--- src/rtl/sort_result_streamer.sv ---
// ---------------------------------------------------------------------------
// sort_result_streamer
//
// Purpose: after the sorter has finished, drain the N sorted words from the
// sort memory in address order and present them on a valid/ready stream.
// While streaming, it checks that the sequence is non-decreasing (unsigned).
// The memory has a registered read port, so each word costs READ, CAP and
// SEND: the fetch, the capture and the handshake.
//
// Ports:
//   clk          rising-edge clock
//   rst_n        asynchronous active-low reset
//   start        one-cycle dump request, honoured only in IDLE
//   busy         high while the memory port belongs to this block
//   mem_read     memory read strobe, one cycle per word
//   mem_addr     memory read address (0 when not reading)
//   mem_data_out memory read data, valid the cycle after mem_read
//   out_valid    stream word valid
//   out_data     stream word
//   out_last     marks the word from address BASE_ADDR+N-1
//   out_ready    downstream accept
//   dump_done    one-cycle pulse after the last handshake
//   sorted_ok    ascending-order verdict, held until the next start
// ---------------------------------------------------------------------------
module sort_result_streamer #(
    parameter int N         = 10,
    parameter int ADDR_W    = 10,
    parameter int DATA_W    = 16,
    parameter int BASE_ADDR = 0
) (
    input  logic              clk,
    input  logic              rst_n,
    input  logic              start,
    output logic              busy,
    output logic              mem_read,
    output logic [ADDR_W-1:0] mem_addr,
    input  logic [DATA_W-1:0] mem_data_out,
    output logic              out_valid,
    output logic [DATA_W-1:0] out_data,
    output logic              out_last,
    input  logic              out_ready,
    output logic              dump_done,
    output logic              sorted_ok
);

    typedef enum logic [2:0] {
        S_IDLE      = 3'd0,
        S_READ      = 3'd1,
        S_CAP       = 3'd2,
        S_SEND      = 3'd3,
        S_DUMP_DONE = 3'd4
    } state_t;

    localparam logic [ADDR_W-1:0] LP_LAST_IDX = ADDR_W'(N - 1);
    localparam logic [ADDR_W-1:0] LP_BASE     = ADDR_W'(BASE_ADDR);

    state_t              r_state;
    state_t              w_state_next;
    logic [ADDR_W-1:0]   r_idx;
    logic [DATA_W-1:0]   r_prev;
    logic [DATA_W-1:0]   r_out_data;
    logic                r_sorted_ok;
    logic                w_is_last;
    logic                w_handshake;

    assign w_is_last   = (r_idx == LP_LAST_IDX);
    assign w_handshake = (r_state == S_SEND) && out_ready;

    // State register
    always_ff @(posedge clk or negedge rst_n) begin
        if (!rst_n) begin
            r_state <= S_IDLE;
        end else begin
            r_state <= w_state_next;
        end
    end

    // Next-state logic
    always_comb begin
        w_state_next = r_state;
        case (r_state)
            S_IDLE:      if (start) w_state_next = S_READ;
            S_READ:      w_state_next = S_CAP;
            S_CAP:       w_state_next = S_SEND;
            S_SEND: begin
                if (w_handshake) begin
                    w_state_next = w_is_last ? S_DUMP_DONE : S_READ;
                end
            end
            S_DUMP_DONE: w_state_next = S_IDLE;
            default:     w_state_next = S_IDLE;
        endcase
    end

    // Outputs decoded from the state so that reset clears them immediately
    always_comb begin
        busy      = 1'b0;
        mem_read  = 1'b0;
        mem_addr  = '0;
        out_valid = 1'b0;
        out_last  = 1'b0;
        dump_done = 1'b0;
        case (r_state)
            S_READ: begin
                busy     = 1'b1;
                mem_read = 1'b1;
                mem_addr = LP_BASE + r_idx;
            end
            S_CAP: begin
                busy = 1'b1;
            end
            S_SEND: begin
                busy      = 1'b1;
                out_valid = 1'b1;
                out_last  = w_is_last;
            end
            S_DUMP_DONE: begin
                busy      = 1'b1;
                dump_done = 1'b1;
            end
            default: begin
                busy = 1'b0;
            end
        endcase
    end

    // Datapath: word index, captured word and the running order check
    always_ff @(posedge clk or negedge rst_n) begin
        if (!rst_n) begin
            r_idx       <= '0;
            r_prev      <= '0;
            r_out_data  <= '0;
            r_sorted_ok <= 1'b0;
        end else begin
            case (r_state)
                S_IDLE: begin
                    r_idx <= '0;
                    // The verdict of the previous dump survives until a new one begins
                    if (start) begin
                        r_sorted_ok <= 1'b1;
                    end
                end
                S_CAP: begin
                    r_out_data <= mem_data_out;
                    r_prev     <= mem_data_out;
                    // The first word has no predecessor to compare against
                    if ((r_idx != '0) && (mem_data_out < r_prev)) begin
                        r_sorted_ok <= 1'b0;
                    end
                end
                S_SEND: begin
                    if (w_handshake && !w_is_last) begin
                        r_idx <= r_idx + 1'b1;
                    end
                end
                default: begin
                    r_idx <= r_idx;
                end
            endcase
        end
    end

    assign out_data  = r_out_data;
    assign sorted_ok = r_sorted_ok;

endmodule

--- config.mk ---
export PLATFORM = sky130hd
export DESIGN_NAME = sort_result_streamer
export DESIGN_NICKNAME = d
export VERILOG_FILES = /design/src/rtl/sort_result_streamer.sv
export SDC_FILE = /design/constraint.sdc
export NUM_CORES = 1
export LEC_CHECK = 0
export ABC_CLOCK_PERIOD_IN_PS = 2100
export CORE_MARGIN = 2
export CORE_UTILIZATION = 48
export DETAILED_ROUTE_END_ITERATION = 8
export GPL_ROUTABILITY_DRIVEN = 0
export HOLD_SLACK_MARGIN = 0.03
export PLACE_DENSITY_LB_ADDON = 0.3
export SKIP_CTS_REPAIR_TIMING = 1
export SLEW_MARGIN = 20
export SYNTH_ARGS = -nofsm -noshare
export SYNTH_HDL_FRONTEND = slang
export SYNTH_SLANG_ARGS = --single-unit
--- constraint.sdc ---
create_clock -name clk -period 2.1 [get_ports clk]
set_input_delay 0.315 -clock clk [delete_from_list [all_inputs] [get_ports clk]]
set_output_delay 0.315 -clock clk [all_outputs]
set_load 0.02 [all_outputs]
==> run_results.csv <==
group,metric,value,unit
setup_path,cp_top_family,"simple AND/OR/NAND/NOR gates",
route,antenna_left,0,
placed_design,placed_cells,311,
layout,antennaDiodeCount,0,
layout,final_common_cell,"clkdlybuf4s50_1",
sta,fin_crit,1.98,ns
sta,tightest_slew,0.531,ns
clock_tree,clock_sinks,30,
clock_tree,clk_pin_slew_worst_paths,0.07,ns
setup_path,cp-end-kind,"output port",
layout,syn_to_final_growth,42.0,%
grt,grt.total_usage,23.4,%
floorplan,start_util,50.4,%
floorplan,die_x,66.3,um
sta,rsz0062_at_grt,"no",
setup_path,cpMaxStageDelayCell,"dfrtp_1",
setup_path,path_buf_inv,1,
logic_synthesis,yosys_register_bits,30,
placed_design,pre_cts_slack,-0.0739,ns
grt,overflow,0,
route,wl,4.41,mm
logic_synthesis,synthesis.nets,244,
hold_path,worstHoldPathType,"in -> async",
floorplan,core.rowCount,22,
logic_synthesis,synth_compound_gate_area_share,15.3,%
sta,drv_slew,0,
grt,grt_pass1_vias,1720,
layout,fin_area,2640,um2
route,vias,1657,
floorplan,core,3690,um2
sta,achievable-frequency,0.506,GHz
route,dr.first_iter.drc_count,87,
logic_synthesis,syn-instance-count,206,
floorplan,chipHeight,66.3,um
logic_synthesis,avgSynthCellArea,9.03,um2
logic_synthesis,synth_mux_area_share,1.75,%
grt,antenna_found_initial,0,
sta,fin_skew,0.00568,ns
setup_path,crit_fanout,2,
logic_synthesis,yosysWarnings,0,
power_and_ir_drop,peakVddDrop,644,uV
run_status,outcome,"finished, final reports clean",
placed_design,hpwl,3.21,mm
layout,drive_gt1_share,11.8,%
setup_path,arrival,1.66,ns
setup_path,start_kind,"flip-flop",
logic_synthesis,synth_top_family_by_area,"simple AND/OR/NAND/NOR gates",
floorplan,design.die.area,4390,um2
logic_synthesis,synth.cell_area,1860,um2
clock_tree,cts_buffers,5,
clock_tree,tritoncts,"done",
layout,mostFrequentLayoutCells,"36 x clkdlybuf4s50_1, 30 x dfrtp_1, 24 x nand2_1",
sta,worst_hold_slack,0.416,ns
power_and_ir_drop,finalPower,3.36,mW
placed_design,placed_cell_area,2490,um2
clock_tree,clk_latency,0.29,ns
clock_tree,clock_path_buffers,2,
grt,grt_first_pass_wirelength,7.80,mm
logic_synthesis,yosysSeqAreaShare,40.3,%
setup_path,cp_cell_sequence,"nor4_2 > nand4_1 > nor3_1 > dlymetal6s2s_1",
sta,fin_ws,0.125,ns
sta,relSlewSlack,63.7,%
logic_synthesis,synth_simple_gate_area_share,20.5,%
route,wl_per_cell,13.8,um
sta,tns,0,ns
placed_design,io_buffers,51,
layout,finalNonFillerCells,319,
sta,period_share,94.1,%
route,first_pass_iters,4,
layout,fin_util,71.6,%
route,via_per_inst,5.19,
sta,finalHoldViolCount,0,
logic_synthesis,synthAdderAreaFrac,12.1,%
logic_synthesis,synth_xor_area_share,3.30,%
clock_tree,htreeDepth,2,
setup_path,worstPathRequired,1.78,ns
route,drc,0,
floorplan,io_pins,52,
power_and_ir_drop,pwr_density_cell,1270,nW/um2
power_and_ir_drop,p_leak,1.39,nW
setup_path,critical_path.max_stage_delay,0.40,ns
job,cap_violations,0,
sta,setup_violations,0,
setup_path,worstSetupPathType,"reg -> out",
layout,finalNetCount,308,
logic_synthesis,ys_types,34,
clock_tree,cts_root_buffer,"clkbuf_8",
grt,grt_max_degree,31,
==> report_power, final <==
group          switching (mW)  leakage (nW)  total (mW)  internal (mW)
sequential              0.146         0.379       0.945          0.799
combinational            1.02         0.950        1.85          0.832
clock                   0.231        0.0575       0.561          0.331
total                    1.40          1.39        3.36           1.96
==> state kept, by name, indices dropped and copies added (netlist names) <==
register	flops
r_idx	10
r_state	3
sorted_ok	1
out_data	16
==> area by class of cell <==
class	instances	area [um2]
flip-flops and latches	30	751
multi-input cells	147	985
well taps	48	60.1
inverters	20	75.1
repair buffers	66	661
clock buffers	8	110
fillers	273	1050
==> cell families after synthesis <==
family | after synthesis
buf+inv | 29
compound gates | 42
simple gates | 77
flops | 30
fa+ha+maj | 18
xor+xnor | 7
mux | 3
==> synthesized netlist by cell type <==
cell type	instances	area share [%]
a211oi_1	1	0.40
nand4b_1	1	0.47
ha_1	18	12
a211o_1	1	0.47
mux2i_1	1	0.54
a21oi_1	6	1.6
nand4_1	5	1.7
dfrtp_1	30	40
buf_6	2	1.2
nand2b_1	1	0.34
o21ai_0	22	5.9
nor3_1	5	1.3
nor4_2	1	0.67
and3_1	3	1.0
nor2_1	16	3.2
and2_1	7	2.4
clkbuf_2	1	0.27
nand3_2	1	0.54
a41o_1	2	1.1
nand3_1	8	2.2
a2111oi_0	1	0.47
nor4_1	3	1.0
a211oi_2	1	0.67
nand2_1	24	4.8
a2111oi_2	4	3.2
nor3b_1	1	0.40
mux2_2	1	0.61
mux2_1	1	0.61
a21o_1	1	0.40
xnor2_1	7	3.3
inv_1	20	4.0
a31oi_1	3	1.0
clkbuf_1	6	1.2
or2_4	1	0.47
==> worst paths after layout <==
path / to / depth (start not counted) / start / slack, ns
worst max-delay path: out_last / 4 / r_idx[6] / 0.12
worst min-delay path: out_data[11] / 2 / rst_n / 0.42
worst max register to register: r_idx[1] / 5 / r_idx[6] / 0.28
worst min register to register: out_data[0] / 1 / out_data[0] / 0.53
max in group asynchronous: r_state[0] / 2 / rst_n / 1.40
min in group clk: out_data[0] / 1 / out_data[0] / 0.53
==> per-layer routing <==
layer,GRT usage [%],part of all wire [%],up-vias
met1,30.3,46,776
met4,9.95,1.5,0
met3,3.75,3.7,7
li1,-,-,844
met2,38.6,49,30
met5,0,0,-
Note: power is estimated with default switching activity, not from simulation.
